File: src/rtl/serial_fifo_pkg.sv
// Shared constants and types for the serial FIFO write side.
package serial_fifo_pkg;

  localparam int WORD_W = 5;
  localparam int PAT_LEN = 6;
  localparam logic [PAT_LEN-1:0] PATTERN_DEFAULT = 6'b110111;

  typedef logic [WORD_W-1:0] word_t;

endpackage

File: src/rtl/serial_word_packer_pattern_gate.sv
// Rotating acceptance-slot generator: walks the enable pattern LSB first,
// one slot per clock, and restarts at slot 0 on flush.
module serial_word_packer_pattern_gate
  import serial_fifo_pkg::*;
#(
  parameter int                  PAT_LEN = serial_fifo_pkg::PAT_LEN,
  parameter logic [PAT_LEN-1:0]  PATTERN = PATTERN_DEFAULT
) (
  input  logic write_clk,
  input  logic write_rst_n,
  input  logic flush,
  output logic slot_en
);

  localparam int IDX_W = (PAT_LEN > 1) ? $clog2(PAT_LEN) : 1;

  logic [IDX_W-1:0] pat_idx_reg;
  logic [IDX_W-1:0] pat_idx_next;

  // Advance every cycle regardless of traffic; wrap at the pattern end.
  always_comb begin
    pat_idx_next = pat_idx_reg + 1'b1;
    if (flush || (pat_idx_reg == IDX_W'(PAT_LEN - 1))) begin
      pat_idx_next = '0;
    end
  end

  // Slot index register.
  always_ff @(posedge write_clk or negedge write_rst_n) begin
    if (!write_rst_n) begin
      pat_idx_reg <= '0;
    end else begin
      pat_idx_reg <= pat_idx_next;
    end
  end

  assign slot_en = PATTERN[pat_idx_reg];

endmodule

File: src/rtl/serial_word_packer.sv
// Packs a gated serial bit stream into words (first bit -> bit 0) and hands
// each word to the FIFO write port through a one-word hold register.
module serial_word_packer
  import serial_fifo_pkg::*;
#(
  parameter int                  WIDTH   = WORD_W,
  parameter int                  PAT_LEN = serial_fifo_pkg::PAT_LEN,
  parameter logic [PAT_LEN-1:0]  PATTERN = PATTERN_DEFAULT
) (
  input  logic             write_clk,
  input  logic             write_rst_n,
  input  logic             ser_valid,
  input  logic             ser_bit,
  output logic             ser_ready,
  input  logic             flush,
  input  logic             fifo_full,
  output logic             fifo_wr_en,
  output logic [WIDTH-1:0] fifo_wr_data,
  output logic             overflow,
  input  logic             ovf_clr,
  output logic [7:0]       words_out
);

  localparam int CNT_W = (WIDTH > 1) ? $clog2(WIDTH) : 1;

  logic             slot_en;
  logic [WIDTH-1:0] shift_reg;
  logic [WIDTH-1:0] shift_next;
  logic [CNT_W-1:0] bit_cnt_reg;
  logic             hold_valid_reg;
  logic [WIDTH-1:0] hold_data_reg;
  logic             overflow_reg;
  logic [7:0]       words_out_reg;

  logic drain;
  logic last_bit;
  logic accept;
  logic word_done;
  logic ovf_set;

  serial_word_packer_pattern_gate #(
    .PAT_LEN (PAT_LEN),
    .PATTERN (PATTERN)
  ) u_pattern_gate (
    .write_clk   (write_clk),
    .write_rst_n (write_rst_n),
    .flush       (flush),
    .slot_en     (slot_en)
  );

  // The last bit of a word may only be taken if the hold slot is free or
  // emptying this cycle; earlier bits are always safe to collect.
  assign drain     = hold_valid_reg & ~fifo_full;
  assign last_bit  = (bit_cnt_reg == CNT_W'(WIDTH - 1));
  assign ser_ready = write_rst_n & slot_en & ~(last_bit & hold_valid_reg & ~drain);
  assign accept    = ser_valid & ser_ready & ~flush;
  assign word_done = accept & last_bit;
  assign ovf_set   = ser_valid & slot_en & ~ser_ready;

  // Shift image with the incoming bit dropped into position bit_cnt.
  generate
    for (genvar gi = 0; gi < WIDTH; gi++) begin : g_shift
      assign shift_next[gi] = (bit_cnt_reg == CNT_W'(gi)) ? ser_bit : shift_reg[gi];
    end
  endgenerate

  // Word assembly: flush discards the partial word, otherwise collect bits.
  always_ff @(posedge write_clk or negedge write_rst_n) begin
    if (!write_rst_n) begin
      shift_reg   <= '0;
      bit_cnt_reg <= '0;
    end else if (flush) begin
      shift_reg   <= '0;
      bit_cnt_reg <= '0;
    end else if (accept) begin
      shift_reg   <= shift_next;
      bit_cnt_reg <= word_done ? '0 : bit_cnt_reg + 1'b1;
    end
  end

  // Hold register: a completing word reloads it even while it drains.
  always_ff @(posedge write_clk or negedge write_rst_n) begin
    if (!write_rst_n) begin
      hold_valid_reg <= 1'b0;
      hold_data_reg  <= '0;
    end else if (word_done) begin
      hold_valid_reg <= 1'b1;
      hold_data_reg  <= shift_next;
    end else if (drain) begin
      hold_valid_reg <= 1'b0;
    end
  end

  // Sticky overflow; a new event outranks a simultaneous clear.
  always_ff @(posedge write_clk or negedge write_rst_n) begin
    if (!write_rst_n) begin
      overflow_reg <= 1'b0;
    end else if (ovf_set) begin
      overflow_reg <= 1'b1;
    end else if (ovf_clr) begin
      overflow_reg <= 1'b0;
    end
  end

  // Written-word counter, wraps naturally at 8 bits.
  always_ff @(posedge write_clk or negedge write_rst_n) begin
    if (!write_rst_n) begin
      words_out_reg <= '0;
    end else if (drain) begin
      words_out_reg <= words_out_reg + 8'd1;
    end
  end

  assign fifo_wr_en   = drain;
  assign fifo_wr_data = hold_data_reg;
  assign overflow     = overflow_reg;
  assign words_out    = words_out_reg;

endmodule

File: config.mk
export PLATFORM = sky130hd
export DESIGN_NAME = serial_word_packer
export DESIGN_NICKNAME = d
export VERILOG_FILES = /design/src/rtl/serial_fifo_pkg.sv /design/src/rtl/serial_word_packer_pattern_gate.sv /design/src/rtl/serial_word_packer.sv
export SDC_FILE = /design/constraint.sdc
export NUM_CORES = 1
export LEC_CHECK = 0
export BUFFER_PORTS_ARGS = -buffer_cell sky130_fd_sc_hd__buf_2
export CAP_MARGIN = 20
export CORE_MARGIN = 3
export CORE_UTILIZATION = 40
export DETAILED_ROUTE_END_ITERATION = 10
export PLACE_DENSITY_LB_ADDON = 0.3
export SKIP_LAST_GASP = 1
export SLEW_MARGIN = 40
export SYNTH_ARGS = -nofsm -noshare
export SYNTH_HDL_FRONTEND = slang
export SYNTH_SLANG_ARGS = --single-unit
File: constraint.sdc
create_clock -name write_clk -period 1.9 [get_ports write_clk]
set_input_delay 0.475 -clock write_clk [delete_from_list [all_inputs] [get_ports write_clk]]
set_output_delay 0.475 -clock write_clk [all_outputs]
set_load 0.01 [all_outputs]
==> impl_results.html, run 1 <==
<table>
<tr><th>Metric</th><th>Value</th></tr>
<tr><th colspan="2">Place</th></tr>
<tr><td>Port buffer count</td><td>22</td></tr>
<tr><td>Estimated wirelength of the detail-placed design</td><td>2100 um</td></tr>
<tr><td>Post-Place Cell Area</td><td>0.00153 mm^2</td></tr>
<tr><td>Pre-CTS setup slack</td><td>59.0 ps</td></tr>
<tr><td>RePlAce Congestion</td><td>0.943</td></tr>
<tr><td>Cell total after placement</td><td>187</td></tr>
<tr><th colspan="2">Critical path</th></tr>
<tr><td>CP Launch Type</td><td>flop</td></tr>
<tr><td>Crit path kind</td><td>flop to output pin</td></tr>
<tr><td>Ordered cell list for the critical path</td><td>ha_2 -&gt; nor2b_4 -&gt; buf_4 -&gt; nor2_4 -&gt; buf_6</td></tr>
<tr><td>Number of cells on the worst reg-to-reg path</td><td>7</td></tr>
<tr><td>Data arrival time of the critical path</td><td>1430 ps</td></tr>
<tr><td>Critical register-to-register path startpoint</td><td>bit_cnt_reg[0]$_DFFE_PN0P_</td></tr>
<tr><td>Type of destination of the critical path</td><td>output pin</td></tr>
<tr><td>Worst stage delay on the critical path</td><td>410 ps</td></tr>
<tr><td>Start point of the critical path</td><td>u_pattern_gate.pat_idx_reg[0]$_DFF_PN0_</td></tr>
<tr><td>Slowest cell on crit path</td><td>sky130_fd_sc_hd__dfrtp_1</td></tr>
<tr><td>Register-to-register setup slack</td><td>50 ps</td></tr>
<tr><td>Worst R2R End</td><td>fifo_wr_data[0]$_DFFE_PN0P_</td></tr>
<tr><td>Critical path data required time</td><td>1420 ps</td></tr>
<tr><td>Worst-path fanout max</td><td>5</td></tr>
<tr><th colspan="2">Cells and area</th></tr>
<tr><td>Layout Cells excl Fill</td><td>203</td></tr>
<tr><td>Post-layout util</td><td>53.8%</td></tr>
<tr><td>Signed area change from the synthesized netlist to the final layout</td><td>26.1%</td></tr>
<tr><td>Share of cells above drive strength 1</td><td>42.1%</td></tr>
<tr><td>Number of flip-flops under the largest register name</td><td>8</td></tr>
<tr><td>Nets</td><td>176</td></tr>
<tr><td>Layout Cell Area excl Fill</td><td>0.00168 mm^2</td></tr>
<tr><td>Count of fill cells added during filler insertion</td><td>280</td></tr>
<tr><td>Diode insertion count for antenna repair</td><td>0</td></tr>
<tr><th colspan="2">Timing</th></tr>
<tr><td>Layout Skew</td><td>2.16 ps</td></tr>
<tr><td>Top achievable clock speed</td><td>526 MHz</td></tr>
<tr><td>Max-slew violations</td><td>0</td></tr>
<tr><td>Normalized max-slew margin</td><td>81.0%</td></tr>
<tr><td>Final worst path period share</td><td>100%</td></tr>
<tr><td>Number of endpoints with negative hold slack in the final report</td><td>0</td></tr>
<tr><td>Time the final worst path needs with I/O delays and setup</td><td>1900 ps</td></tr>
<tr><td>Final-layout setup total negative slack</td><td>-0.650 ps</td></tr>
<tr><td>Setup repair after global routing missed its margin</td><td>yes</td></tr>
<tr><td>Slew at the pin closest to its max-slew limit</td><td>285 ps</td></tr>
<tr><td>Worst hold slack after final layout</td><td>107 ps</td></tr>
<tr><td>Worst-case setup margin in the final layout</td><td>-0.650 ps</td></tr>
<tr><td>Final-report setup violation count</td><td>1</td></tr>
<tr><th colspan="2">Route</th></tr>
<tr><td>Number of DRC markers after the initial detailed-route iteration</td><td>35</td></tr>
<tr><td>Total detailed-routing wirelength</td><td>2820 um</td></tr>
<tr><td>Antenna viol nets, final</td><td>0</td></tr>
<tr><td>Drt via density</td><td>4.99</td></tr>
<tr><td>Wire per inst</td><td>13.9 um</td></tr>
<tr><td>DRC violation count after routing</td><td>0</td></tr>
<tr><td>Vias</td><td>1013</td></tr>
<tr><td>Drt pass-1 iters</td><td>4</td></tr>
<tr><th colspan="2">Die</th></tr>
<tr><td>Full die area</td><td>0.00406 mm^2</td></tr>
<tr><td>Die height</td><td>63.7 um</td></tr>
<tr><td># IOs</td><td>23</td></tr>
<tr><td>Width of the chip</td><td>63.7 um</td></tr>
<tr><td>Row count</td><td>20</td></tr>
<tr><td>Core Box Area</td><td>0.00313 mm^2</td></tr>
<tr><td>Initial Util</td><td>42.6%</td></tr>
<tr><th colspan="2">Power</th></tr>
<tr><td>Sw Ratio</td><td>26.0%</td></tr>
<tr><td>Fraction of power consumed by combinational cells</td><td>14.5%</td></tr>
<tr><td>Worst IR drop on VDD</td><td>0.390 mV</td></tr>
<tr><td>LEAKAGE</td><td>0.850 nW</td></tr>
<tr><td>Post-layout power</td><td>0.927 mW</td></tr>
<tr><td>Power share of the sequential group</td><td>59.6%</td></tr>
<tr><td>Pint</td><td>0.686 mW</td></tr>
<tr><td>Switching power of the nets</td><td>0.241 mW</td></tr>
<tr><td>Relative contribution of the clock network to total power</td><td>25.9%</td></tr>
<tr><td>Power per cell area</td><td>551 mW/mm^2</td></tr>
<tr><th colspan="2">Logic synthesis</th></tr>
<tr><td>Average footprint of a synthesized cell</td><td>11.2 um^2</td></tr>
<tr><td>Sequential area share after synthesis</td><td>46.9%</td></tr>
<tr><td>Number of instances in the synthesized netlist</td><td>119</td></tr>
<tr><td>Flop and latch count out of synthesis</td><td>25</td></tr>
<tr><td>Combined area of all synthesized cells</td><td>0.00133 mm^2</td></tr>
<tr><td>Synth warnings</td><td>0</td></tr>
<tr><td>Cell variety after synth</td><td>29</td></tr>
<tr><td>Net Count, Synth</td><td>135</td></tr>
<tr><th colspan="2">CTS</th></tr>
<tr><td>H-Tree Level Count</td><td>1</td></tr>
<tr><td>Hold_buf cts</td><td>0</td></tr>
<tr><td>Clock transition time at the flip-flop clock pins of the worst setup and hold paths</td><td>140 ps</td></tr>
<tr><td>Sinks on Clock Net</td><td>25</td></tr>
<tr><td>CTS tree</td><td>done</td></tr>
<tr><td>Maximum count of clock buffers along a single path</td><td>2</td></tr>
<tr><td>Root Driver</td><td>sky130_fd_sc_hd__clkbuf_4</td></tr>
<tr><td>Clock Latency Late Sink</td><td>320 ps</td></tr>
<tr><td>Number of CTS-inserted buffers</td><td>3</td></tr>
<tr><th colspan="2">Global route</th></tr>
<tr><td>Pin count of the biggest net entering global routing</td><td>15</td></tr>
<tr><td>Total track usage</td><td>15.3%</td></tr>
<tr><td>Gr ovfl total</td><td>0</td></tr>
<tr><td>First-pass GRT wire length</td><td>4930 um</td></tr>
<tr><td>Number of global-route vias before repair</td><td>1039</td></tr>
<tr><td>Initial antenna violation count</td><td>0</td></tr>
<tr><th colspan="2">Outcome</th></tr>
<tr><td>Violations in the final reports</td><td>negative setup slack</td></tr>
<tr><td>Run status</td><td>finished, violations left</td></tr>
<tr><th colspan="2">Job</th></tr>
<tr><td>Max capacitance violation total</td><td>0</td></tr>
<tr><th colspan="2">Hold path</th></tr>
<tr><td>Worst Hold Class</td><td>input pin to asynchronous set/reset pin</td></tr>
</table>
-- critical path, delay by kind of cell, from the launching register on --
family / cells / cell delay (ps)
buf+inv: 2 / 250
flops: 1 / 410
fa+ha+maj: 1 / 190
simple gates: 2 / 250
-- power by group through the flow --
stage                     clock network, mW  registers [mW]  logic, mW
after global routing                  0.278           0.554      0.151
after floorplan                           0           0.563     0.0526
after detailed placement                  0           0.563      0.104
after global placement                    0           0.562     0.0984
final                                 0.240           0.552      0.134
after CTS                             0.254           0.552      0.127
-- synth_stat cells --
cell | number | area [um^2]
sky130_fd_sc_hd__a21o_1 | 1 | 7.51
sky130_fd_sc_hd__a21oi_1 | 6 | 30.0
sky130_fd_sc_hd__a31o_2 | 1 | 8.76
sky130_fd_sc_hd__a32o_1 | 1 | 10.0
sky130_fd_sc_hd__and2_1 | 1 | 6.26
sky130_fd_sc_hd__and3_1 | 1 | 6.26
sky130_fd_sc_hd__and4_4 | 1 | 11.3
sky130_fd_sc_hd__and4b_1 | 1 | 10.0
sky130_fd_sc_hd__buf_6 | 2 | 22.5
sky130_fd_sc_hd__clkbuf_1 | 5 | 18.8
sky130_fd_sc_hd__dfrtp_1 | 25 | 626
sky130_fd_sc_hd__ha_1 | 9 | 113
sky130_fd_sc_hd__inv_1 | 7 | 26.3
sky130_fd_sc_hd__mux2_2 | 7 | 78.8
sky130_fd_sc_hd__mux2_4 | 2 | 30.0
sky130_fd_sc_hd__mux2i_1 | 2 | 20.0
sky130_fd_sc_hd__nand2_1 | 6 | 22.5
sky130_fd_sc_hd__nand2b_1 | 5 | 31.3
sky130_fd_sc_hd__nand3b_1 | 1 | 7.51
sky130_fd_sc_hd__nand4_1 | 9 | 56.3
sky130_fd_sc_hd__nand4b_1 | 1 | 8.76
sky130_fd_sc_hd__nor2_1 | 5 | 18.8
sky130_fd_sc_hd__nor2b_1 | 3 | 18.8
sky130_fd_sc_hd__nor4_2 | 1 | 12.5
sky130_fd_sc_hd__o31ai_1 | 6 | 45.0
sky130_fd_sc_hd__or4_1 | 2 | 15.0
sky130_fd_sc_hd__or4_4 | 1 | 11.3
sky130_fd_sc_hd__xnor2_1 | 6 | 52.6
sky130_fd_sc_hd__xor2_1 | 1 | 8.76
-- area by class of cell --
cell class / instances / area, um^2 / area share, %
clock inverter: 1 / 5.00 / 0.298
inverter: 7 / 26.3 / 1.56
clock buffer: 3 / 22.5 / 1.34
tap: 44 / 55.1 / 3.27
timing repair buffer: 43 / 274 / 16.3
multi-input combinational: 80 / 673 / 40.0
sequential: 25 / 626 / 37.2
-- how the worst max path moves through the flow --
stage / end / depth (start not counted)
after global routing: ser_ready / 6
final: ser_ready / 5
after detailed placement: fifo_wr_data[4]$_DFFE_PN0P_ / 5
after CTS: ser_ready / 6
after global placement: fifo_wr_data[4]$_DFFE_PN0P_ / 5
after floorplan: fifo_wr_data[0]$_DFFE_PN0P_ / 6
-- per-layer routing --
layer	routed length (um)	track usage (%)	up-vias
met5	0	0	-
met4	36	5.66	0
met3	67	2.11	4
met2	1380	25.4	12
met1	1340	20.3	496
li1	-	-	501
-- cell families after synthesis --
group | Yosys count | synth area share, %
multiplexers | 11 | 9.66
flip-flops | 25 | 46.9
XOR/XNOR | 7 | 4.60
adder cells (fa/ha/maj) | 9 | 8.44
AND/OR/NAND/NOR | 38 | 17.7
buffers and inverters | 14 | 5.07
AO/OA/AOI/OAI | 15 | 7.60
-- repair_timing --
item | CTS | global route
gates resized for setup | 10 | 0
hold endpoints to repair | 0 | 0
buffers inserted | 10 | 3
pin swaps | 5 | 4
endpoints found under the setup margin | 1 | 2
-- layout by cell type, fill, tap and decap left out, types with 2 or more instances in the layout --
cell type                  count
sky130_fd_sc_hd__mux2i_1       2
sky130_fd_sc_hd__or4_1         2
sky130_fd_sc_hd__dfrtp_1      25
sky130_fd_sc_hd__nand4_1       9
sky130_fd_sc_hd__mux2_4        2
sky130_fd_sc_hd__ha_1          7
sky130_fd_sc_hd__inv_2         2
sky130_fd_sc_hd__mux2_2        7
sky130_fd_sc_hd__buf_4        21
sky130_fd_sc_hd__a21oi_1       6
sky130_fd_sc_hd__nor2b_1       2
sky130_fd_sc_hd__nor2_1        4
sky130_fd_sc_hd__nand2b_1      5
sky130_fd_sc_hd__inv_1         5
sky130_fd_sc_hd__xnor2_1       6
sky130_fd_sc_hd__o31ai_1       6
sky130_fd_sc_hd__nand2_1       5
sky130_fd_sc_hd__clkbuf_4      3
sky130_fd_sc_hd__buf_2        21
(Power assumes the default switching activity.)
==> inputs of run 2 (changes only) <==
Settings changed: ABC_AREA set to 1, MAX_ROUTING_LAYER set to met4.
==> run 2 against run 1 <==
  * The flow now finishes without violations
  * Largest power group unchanged
  * Setup slack gained 70 ps
  * Wire length fell by 10%
  * Maximum frequency increased by 3.8%
  * Highest routed layer unchanged
  * Area after synthesis fell by 3.1%
  * Combinational power is 6% lower
  * Flip-flop and latch count is the same
  * Clock power down 2%
  * Cell count up 13%
  * Critical path depth did not move
  * Core utilization fell by 2.7 points
  * Die area decreased by 2.8%
==> impl_results.html, run 2 <==
<table>
<tr><th>Metric</th><th>Value</th></tr>
<tr><th colspan="2">Outcome</th></tr>
<tr><td>Run status</td><td>finished, final reports clean</td></tr>
<tr><th colspan="2">Critical path</th></tr>
<tr><td>Slowest cell on crit path</td><td>sky130_fd_sc_hd__dfrtp_1</td></tr>
<tr><td>Ordered cell list for the critical path</td><td>ha_2 -&gt; nand2_2 -&gt; nand2_1 -&gt; nor2_2 -&gt; buf_2</td></tr>
<tr><td>Crit path kind</td><td>flop to output pin</td></tr>
<tr><td>Type of destination of the critical path</td><td>output pin</td></tr>
<tr><td>Worst-path fanout max</td><td>2 (-3)</td></tr>
<tr><td>CP Launch Type</td><td>flop</td></tr>
<tr><td>Data arrival time of the critical path</td><td>1360 ps (-70 ps)</td></tr>
<tr><td>Worst stage delay on the critical path</td><td>410 ps (about the same)</td></tr>
<tr><td>Worst path top cell family by delay</td><td>flip-flops</td></tr>
<tr><td>Combined buffer and inverter count along the critical path</td><td>1 (-1)</td></tr>
<tr><td>Critical path data required time</td><td>1420 ps (about the same)</td></tr>
<tr><td>Register-to-register setup slack</td><td>380 ps (+330 ps)</td></tr>
<tr><td>Critical register-to-register path startpoint</td><td>bit_cnt_reg[0]$_DFFE_PN0P_</td></tr>
<tr><td>Start point of the critical path</td><td>u_pattern_gate.pat_idx_reg[0]$_DFF_PN0_</td></tr>
<tr><th colspan="2">CTS</th></tr>
<tr><td>Sinks on Clock Net</td><td>25 (unchanged)</td></tr>
<tr><td>Number of CTS-inserted buffers</td><td>3 (unchanged)</td></tr>
<tr><td>Clock transition time at the flip-flop clock pins of the worst setup and hold paths</td><td>140 ps (about the same)</td></tr>
<tr><td>H-Tree Level Count</td><td>1 (unchanged)</td></tr>
<tr><td>CTS tree</td><td>done</td></tr>
<tr><td>Clock Latency Late Sink</td><td>320 ps (about the same)</td></tr>
<tr><td>Maximum count of clock buffers along a single path</td><td>2 (unchanged)</td></tr>
<tr><td>Root Driver</td><td>sky130_fd_sc_hd__clkbuf_4</td></tr>
<tr><th colspan="2">Logic synthesis</th></tr>
<tr><td>Flop and latch count out of synthesis</td><td>25 (unchanged)</td></tr>
<tr><td>Sequential area share after synthesis</td><td>48.4% (+1.5 points)</td></tr>
<tr><td>Share of async-settable or async-resettable flops after synthesis</td><td>100% (unchanged)</td></tr>
<tr><td>Area fraction of the dominant cell type after synthesis</td><td>48.4% (+1.5 points)</td></tr>
<tr><td>Average footprint of a synthesized cell</td><td>8.62 um^2 (-23%)</td></tr>
<tr><td>Cell with the most instances after synthesis</td><td>sky130_fd_sc_hd__nand2_1</td></tr>
<tr><td>Synth warnings</td><td>0 (unchanged)</td></tr>
<tr><td>Number of instances in the synthesized netlist</td><td>150 (+26%)</td></tr>
<tr><td>Combined area of all synthesized cells</td><td>0.00129 mm^2 (-3.1%)</td></tr>
<tr><td>Commonest cells in the synthesized netlist</td><td>sky130_fd_sc_hd__nand2_1 (53), sky130_fd_sc_hd__dfrtp_1 (25), sky130_fd_sc_hd__inv_1 (18)</td></tr>
<tr><td>Number of enable flip-flop cells after synthesis</td><td>0 (unchanged)</td></tr>
<tr><td>Main flop type after synthesis</td><td>sky130_fd_sc_hd__dfrtp_1</td></tr>
<tr><td>Cell type contributing the most total cell area after synthesis</td><td>sky130_fd_sc_hd__dfrtp_1</td></tr>
<tr><td>Net Count, Synth</td><td>166 (+23%)</td></tr>
<tr><td>Main area contributors after synthesis</td><td>sky130_fd_sc_hd__dfrtp_1 (48%), sky130_fd_sc_hd__nand2_1 (15%), sky130_fd_sc_hd__ha_1 (8.7%)</td></tr>
<tr><td>Cell variety after synth</td><td>21 (-28%)</td></tr>
<tr><th colspan="2">Place</th></tr>
<tr><td>Pre-CTS setup slack</td><td>286 ps (+227 ps)</td></tr>
<tr><td>Post-Place Cell Area</td><td>0.00145 mm^2 (-4.8%)</td></tr>
<tr><td>RePlAce Congestion</td><td>0.746 (-21%)</td></tr>
<tr><td>Cell total after placement</td><td>216 (+16%)</td></tr>
<tr><td>Estimated wirelength of the detail-placed design</td><td>1860 um (-11%)</td></tr>
<tr><td>Port buffer count</td><td>22 (unchanged)</td></tr>
<tr><th colspan="2">Cells and area</th></tr>
<tr><td>Share of cells above drive strength 1</td><td>29.2% (-13 points)</td></tr>
<tr><td>Signed area change from the synthesized netlist to the final layout</td><td>21.6%</td></tr>
<tr><td>Number of flip-flops under the largest register name</td><td>8 (unchanged)</td></tr>
<tr><td>Layout Cell Area excl Fill</td><td>0.00157 mm^2 (-6.5%)</td></tr>
<tr><td>Diode insertion count for antenna repair</td><td>0 (unchanged)</td></tr>
<tr><td>Most common library cell in the layout ignoring fill and taps</td><td>sky130_fd_sc_hd__nand2_1</td></tr>
<tr><td>Post-layout util</td><td>51.1% (-2.7 points)</td></tr>
<tr><td>Layout Cells excl Fill</td><td>229 (+13%)</td></tr>
<tr><td>Top library cells by usage in the layout, fill and taps aside</td><td>sky130_fd_sc_hd__nand2_1 (52), sky130_fd_sc_hd__dfrtp_1 (25), sky130_fd_sc_hd__buf_2 (22)</td></tr>
<tr><td>Count of fill cells added during filler insertion</td><td>310 (+11%)</td></tr>
<tr><td>Nets</td><td>202 (+15%)</td></tr>
<tr><th colspan="2">Power</th></tr>
<tr><td>Worst IR drop on VDD</td><td>0.274 mV (-30%)</td></tr>
<tr><td>Power share of the sequential group</td><td>60.8% (+1.2 points)</td></tr>
<tr><td>Relative contribution of the clock network to total power</td><td>25.5% (-0.4 points)</td></tr>
<tr><td>Pint</td><td>0.684 mW (-0.34%)</td></tr>
<tr><td>LEAKAGE</td><td>0.893 nW (+5.1%)</td></tr>
<tr><td>Post-layout power</td><td>0.925 mW (-0.17%)</td></tr>
<tr><td>Sw Ratio</td><td>26.1% (+0.13 points)</td></tr>
<tr><td>Switching power of the nets</td><td>0.242 mW (+0.33%)</td></tr>
<tr><td>Power per cell area</td><td>589 mW/mm^2 (+6.8%)</td></tr>
<tr><td>Fraction of power consumed by combinational cells</td><td>13.6% (-0.9 points)</td></tr>
<tr><th colspan="2">Global route</th></tr>
<tr><td>Pin count of the biggest net entering global routing</td><td>23 (+8)</td></tr>
<tr><td>Gr ovfl total</td><td>0 (unchanged)</td></tr>
<tr><td>First-pass GRT wire length</td><td>4170 um (-15%)</td></tr>
<tr><td>Total track usage</td><td>13.4% (-1.9 points)</td></tr>
<tr><td>Number of global-route vias before repair</td><td>1007 (-3.1%)</td></tr>
<tr><td>Initial antenna violation count</td><td>0 (unchanged)</td></tr>
<tr><th colspan="2">Timing</th></tr>
<tr><td>Top achievable clock speed</td><td>546 MHz (+3.8%)</td></tr>
<tr><td>Layout Skew</td><td>7.24 ps (+5.08 ps)</td></tr>
<tr><td>Worst-case setup margin in the final layout</td><td>69.6 ps (+70.3 ps)</td></tr>
<tr><td>Time the final worst path needs with I/O delays and setup</td><td>1830 ps (-70.3 ps)</td></tr>
<tr><td>Worst hold slack after final layout</td><td>158 ps (+51.0 ps)</td></tr>
<tr><td>Max-slew violations</td><td>0 (unchanged)</td></tr>
<tr><td>Slew at the pin closest to its max-slew limit</td><td>277 ps (-7.67 ps)</td></tr>
<tr><td>Normalized max-slew margin</td><td>81.5% (+0.51 points)</td></tr>
<tr><td>Final worst path period share</td><td>96.3% (-3.7 points)</td></tr>
<tr><td>Final-layout setup total negative slack</td><td>0 ps (+0.650 ps)</td></tr>
<tr><td>Number of endpoints with negative hold slack in the final report</td><td>0 (unchanged)</td></tr>
<tr><td>Final-report setup violation count</td><td>0 (-1)</td></tr>
<tr><th colspan="2">Route</th></tr>
<tr><td>Drt pass-1 iters</td><td>5 (+1)</td></tr>
<tr><td>Wire per inst</td><td>11.1 um (-20%)</td></tr>
<tr><td>Total detailed-routing wirelength</td><td>2540 um (-10%)</td></tr>
<tr><td>Number of DRC markers after the initial detailed-route iteration</td><td>48 (+37%)</td></tr>
<tr><td>Vias</td><td>1046 (+3.3%)</td></tr>
<tr><td>Antenna viol nets, final</td><td>0 (unchanged)</td></tr>
<tr><td>Drt via density</td><td>4.57 (-8.5%)</td></tr>
<tr><td>DRC violation count after routing</td><td>0 (unchanged)</td></tr>
<tr><th colspan="2">Die</th></tr>
<tr><td>Full die area</td><td>0.00395 mm^2 (-2.8%)</td></tr>
<tr><td>Width of the chip</td><td>62.8 um (-1.4%)</td></tr>
<tr><td>Row count</td><td>20 (unchanged)</td></tr>
<tr><td>Die height</td><td>62.8 um (-1.4%)</td></tr>
<tr><td># IOs</td><td>23 (unchanged)</td></tr>
<tr><td>Initial Util</td><td>42.0% (-0.65 points)</td></tr>
<tr><td>Core Box Area</td><td>0.00308 mm^2 (-1.6%)</td></tr>
<tr><th colspan="2">Hold path</th></tr>
<tr><td>Worst Hold Class</td><td>input pin to asynchronous set/reset pin</td></tr>
<tr><th colspan="2">Job</th></tr>
<tr><td>Max capacitance violation total</td><td>0 (unchanged)</td></tr>
</table>
==> run 2: power groups by stage <==
stage / Clock [mW] / Combinational (mW) / Sequential, mW
2_1_floorplan: 0 / 0.0548 / 0.577
3_3_place_gp: 0 / 0.0955 / 0.574
3_5_place_dp: 0 / 0.0983 / 0.576
4_1_cts: 0.242 / 0.116 / 0.562
5_1_grt: 0.269 / 0.145 / 0.565
6_report: 0.236 / 0.126 / 0.563
==> run 2: final cells by class <==
cell class	count	area (um^2)	share of cell area, %
Sequential cell	25	626	39.8
Multi-Input combinational cell	104	601	38.2
Timing Repair Buffer	32	188	11.9
Inverter	20	75.1	4.78
Tap cell	44	55.1	3.50
Clock buffer	3	22.5	1.43
Clock inverter	1	5.00	0.318
==> run 2: worst paths after layout <==
check	to	cells after the start
worst min register to register	fifo_wr_data[1]$_DFFE_PN0P_	2
max in group asynchronous	u_pattern_gate.pat_idx_reg[0]$_DFF_PN0_	2
worst max register to register	shift_reg[3]$_DFFE_PN0P_	7
worst max-delay path	ser_ready	5
worst min-delay path	fifo_wr_data[2]$_DFFE_PN0P_	2
min in group write_clk	overflow$_DFFE_PN0P_	2
==> run 2: cell families after synthesis <==
| kind of cell | Yosys count | share of synthesized area (%) |
|---|---|---|
| simple gates | 80 | 28.3 |
| buf+inv | 21 | 6.68 |
| xor+xnor | 6 | 4.07 |
| compound gates | 9 | 3.87 |
| fa+ha+maj | 9 | 8.71 |
| flops | 25 | 48.4 |
==> run 2: metal layers <==
metal | GRT usage, % | up-vias | wire length [um]
li1 | - | 531 | -
met1 | 15.1 | 489 | 1040
met2 | 24.2 | 20 | 1350
met3 | 2.34 | 6 | 99
met4 | 4.13 | 0 | 42
met5 | - | - | 0
==> run 2: repair_timing <==
item	in CTS	in global routing
hold endpoints to repair	3	0
endpoints found under the setup margin	1	1
gates resized for setup	0	7
pin swaps	1	2
setup buffers	5	3
hold buffers	1	0
==> inputs of run 3 (changes only) <==
Settings changed: CELL_PAD_IN_SITES_DETAIL_PLACEMENT set to 1, CELL_PAD_IN_SITES_GLOBAL_PLACEMENT set to 1, CORE_UTILIZATION 40 to 36, GPL_TIMING_DRIVEN set to 0.
==> run 3 against run 2 <==
  * Setup slack improved by 7.7 ps
  * Wire length rose by 11%
  * Global-route usage is 1.5 points higher
  * Maximum frequency up 0.42%
  * Register-to-register slack is essentially flat
  * Critical path type unchanged
  * Highest routed layer unchanged
==> impl_results.html, run 3 (same netlist as run 2, synthesis figures left out) <==
<table>
<tr><th>Metric</th><th>Value</th></tr>
<tr><th colspan="2">Die</th></tr>
<tr><td>Initial Util</td><td>38.1% (-3.9 points)</td></tr>
<tr><td>Row count</td><td>21 (+5.0%)</td></tr>
<tr><td>Core Box Area</td><td>0.00339 mm^2 (+10%)</td></tr>
<tr><td>Width of the chip</td><td>65.9 um (+4.9%)</td></tr>
<tr><td>Die height</td><td>65.9 um (+4.9%)</td></tr>
<tr><td># IOs</td><td>23 (unchanged)</td></tr>
<tr><td>Full die area</td><td>0.00435 mm^2 (+10%)</td></tr>
<tr><th colspan="2">Place</th></tr>
<tr><td>Post-Place Cell Area</td><td>0.00146 mm^2 (+0.43%)</td></tr>
<tr><td>Estimated wirelength of the detail-placed design</td><td>2060 um (+10%)</td></tr>
<tr><td>Cell total after placement</td><td>218 (+0.93%)</td></tr>
<tr><td>RePlAce Congestion</td><td>0.753 (+1.0%)</td></tr>
<tr><td>Pre-CTS setup slack</td><td>-48.0 ps (-334 ps)</td></tr>
<tr><td>Port buffer count</td><td>22 (unchanged)</td></tr>
<tr><th colspan="2">Timing</th></tr>
<tr><td>Final-report setup violation count</td><td>0 (unchanged)</td></tr>
<tr><td>Worst hold slack after final layout</td><td>41.8 ps (-116 ps)</td></tr>
<tr><td>Layout Skew</td><td>6.72 ps (-0.527 ps)</td></tr>
<tr><td>Final worst path period share</td><td>95.9% (-0.41 points)</td></tr>
<tr><td>Time the final worst path needs with I/O delays and setup</td><td>1820 ps (-7.70 ps)</td></tr>
<tr><td>Worst-case setup margin in the final layout</td><td>77.3 ps (+7.70 ps)</td></tr>
<tr><td>Number of endpoints with negative hold slack in the final report</td><td>0 (unchanged)</td></tr>
<tr><td>Slew at the pin closest to its max-slew limit</td><td>350 ps (+72.7 ps)</td></tr>
<tr><td>Normalized max-slew margin</td><td>76.7% (-4.8 points)</td></tr>
<tr><td>Max-slew violations</td><td>0 (unchanged)</td></tr>
<tr><td>Top achievable clock speed</td><td>549 MHz (+0.42%)</td></tr>
<tr><th colspan="2">Route</th></tr>
<tr><td>Total detailed-routing wirelength</td><td>2810 um (+11%)</td></tr>
<tr><td>Drt via density</td><td>4.52 (-1.0%)</td></tr>
<tr><td>Wire per inst</td><td>12.2 um (+10%)</td></tr>
<tr><td>Vias</td><td>1040 (-0.57%)</td></tr>
<tr><td>Number of DRC markers after the initial detailed-route iteration</td><td>14 (-71%)</td></tr>
<tr><td>Antenna viol nets, final</td><td>0 (unchanged)</td></tr>
<tr><td>DRC violation count after routing</td><td>0 (unchanged)</td></tr>
<tr><td>Drt pass-1 iters</td><td>4 (-1)</td></tr>
<tr><th colspan="2">Cells and area</th></tr>
<tr><td>Layout Cell Area excl Fill</td><td>0.00157 mm^2 (+0.16%)</td></tr>
<tr><td>Nets</td><td>201 (-0.50%)</td></tr>
<tr><td>Share of cells above drive strength 1</td><td>28.8% (-0.38 points)</td></tr>
<tr><td>Diode insertion count for antenna repair</td><td>0 (unchanged)</td></tr>
<tr><td>Signed area change from the synthesized netlist to the final layout</td><td>21.8%</td></tr>
<tr><td>Most common library cell in the layout ignoring fill and taps</td><td>sky130_fd_sc_hd__nand2_1</td></tr>
<tr><td>Top library cells by usage in the layout, fill and taps aside</td><td>sky130_fd_sc_hd__nand2_1 (52), sky130_fd_sc_hd__dfrtp_1 (25), sky130_fd_sc_hd__buf_2 (21)</td></tr>
<tr><td>Number of flip-flops under the largest register name</td><td>8 (unchanged)</td></tr>
<tr><td>Layout Cells excl Fill</td><td>230 (+0.44%)</td></tr>
<tr><td>Post-layout util</td><td>46.4% (-4.6 points)</td></tr>
<tr><th colspan="2">Power</th></tr>
<tr><td>Power share of the sequential group</td><td>60.6% (-0.2 points)</td></tr>
<tr><td>Pint</td><td>0.687 mW (+0.51%)</td></tr>
<tr><td>Switching power of the nets</td><td>0.243 mW (+0.31%)</td></tr>
<tr><td>Worst IR drop on VDD</td><td>0.220 mV (-20%)</td></tr>
<tr><td>LEAKAGE</td><td>0.892 nW (-0.11%)</td></tr>
<tr><td>Sw Ratio</td><td>26.1% (-0.038 points)</td></tr>
<tr><td>Relative contribution of the clock network to total power</td><td>25.5% (about the same)</td></tr>
<tr><td>Fraction of power consumed by combinational cells</td><td>14.0% (+0.4 points)</td></tr>
<tr><td>Power per cell area</td><td>591 mW/mm^2 (+0.29%)</td></tr>
<tr><th colspan="2">Job</th></tr>
<tr><td>Max capacitance violation total</td><td>0 (unchanged)</td></tr>
<tr><th colspan="2">Hold path</th></tr>
<tr><td>Worst Hold Class</td><td>input pin to asynchronous set/reset pin</td></tr>
<tr><th colspan="2">Critical path</th></tr>
<tr><td>Ordered cell list for the critical path</td><td>inv_2 -&gt; ha_4 -&gt; nand2_4 -&gt; nor2_2 -&gt; nor2_2 -&gt; buf_2</td></tr>
<tr><td>Worst stage delay on the critical path</td><td>430 ps (+20 ps)</td></tr>
<tr><td>Data arrival time of the critical path</td><td>1350 ps (about the same)</td></tr>
<tr><td>Most common cell type on the critical path</td><td>sky130_fd_sc_hd__nor2_2</td></tr>
<tr><td>Worst-path fanout max</td><td>3 (+1)</td></tr>
<tr><td>Crit path kind</td><td>flop to output pin</td></tr>
<tr><td>Critical path data required time</td><td>1420 ps (about the same)</td></tr>
<tr><td>CP Launch Type</td><td>flop</td></tr>
<tr><td>Slowest cell on crit path</td><td>sky130_fd_sc_hd__dfrtp_1</td></tr>
<tr><td>Type of destination of the critical path</td><td>output pin</td></tr>
<tr><th colspan="2">CTS</th></tr>
<tr><td>Number of CTS-inserted buffers</td><td>3 (unchanged)</td></tr>
<tr><td>H-Tree Level Count</td><td>1 (unchanged)</td></tr>
<tr><td>Sinks on Clock Net</td><td>25 (unchanged)</td></tr>
<tr><td>Root Driver</td><td>sky130_fd_sc_hd__clkbuf_4</td></tr>
<tr><td>Hold_buf cts</td><td>0 (-1)</td></tr>
<tr><td>Clock transition time at the flip-flop clock pins of the worst setup and hold paths</td><td>130 ps (about the same)</td></tr>
<tr><td>Maximum count of clock buffers along a single path</td><td>2 (unchanged)</td></tr>
<tr><td>CTS tree</td><td>done</td></tr>
<tr><td>Clock Latency Late Sink</td><td>310 ps (about the same)</td></tr>
<tr><th colspan="2">Outcome</th></tr>
<tr><td>Run status</td><td>finished, final reports clean</td></tr>
<tr><th colspan="2">Global route</th></tr>
<tr><td>First-pass GRT wire length</td><td>4860 um (+16%)</td></tr>
<tr><td>Pin count of the biggest net entering global routing</td><td>28 (+22%)</td></tr>
<tr><td>Initial antenna violation count</td><td>0 (unchanged)</td></tr>
<tr><td>Number of global-route vias before repair</td><td>1137 (+13%)</td></tr>
<tr><td>Gr ovfl total</td><td>0 (unchanged)</td></tr>
<tr><td>Total track usage</td><td>15.0% (+1.5 points)</td></tr>
</table>
run 3: metal layers:
metal  track usage, %  part of all wire [%]
met1             15.6                    41
met2             28.3                    54
met3             2.04                   2.7
met4             5.44                   2.0
met5                -                     0
run 3: stage by stage:
step / power (mW) / TNS, ps
3_5_place_dp: 0.679 / -49.5
2_1_floorplan: 0.632 / 0
5_1_grt: 0.997 / -36.5
4_1_cts: 0.942 / 0
6_report: 0.930 / 0
3_3_place_gp: 0.672 / -9.90
run 3: final timing paths:
path	from	end	slack, ps	depth (start not counted)
setup / recovery	bit_cnt_reg[1]$_DFFE_PN0P_	ser_ready	80	6
hold / removal	write_rst_n	words_out[7]$_DFFE_PN0P_	40	1
setup reg to reg	bit_cnt_reg[1]$_DFFE_PN0P_	fifo_wr_data[3]$_DFFE_PN0P_	390	7
hold reg to reg	shift_reg[0]$_DFFE_PN0P_	shift_reg[0]$_DFFE_PN0P_	500	2
max in group asynchronous	write_rst_n	hold_valid_reg$_DFFE_PN0P_	1590	1
min in group write_clk	ovf_clr	overflow$_DFFE_PN0P_	340	2
run 3: power by group through the flow:
stage | sequential (mW) | clock (mW) | combinational, mW
CTS | 0.562 | 0.259 | 0.121
detailed placement | 0.576 | 0 | 0.103
finish | 0.563 | 0.237 | 0.130
global route | 0.567 | 0.283 | 0.148
global placement | 0.574 | 0 | 0.0982
floorplan | 0.577 | 0 | 0.0548
run 3: area by class of cell:
class                           count  area (um^2)
Buffer                              1         11.3
Fill cell                         422         1820
Sequential cell                    25          626
Multi-Input combinational cell    104          606
Tap cell                           46         57.6
Timing Repair Buffer               30          173
Inverter                           20         75.1
Clock buffer                        4         26.3
run 3: timing repair:
action | CTS | global route
endpoints found under the setup margin | 1 | 1
buffers inserted | 5 | 3
pin swaps | 2 | 3
gates resized for setup | 4 | 5
run 3: critical path: cells and delay by family, from the launching register on:
family	cells	cell delay [ps]
flops	1	430
fa+ha+maj	1	160
simple gates	3	210
buf+inv	2	240
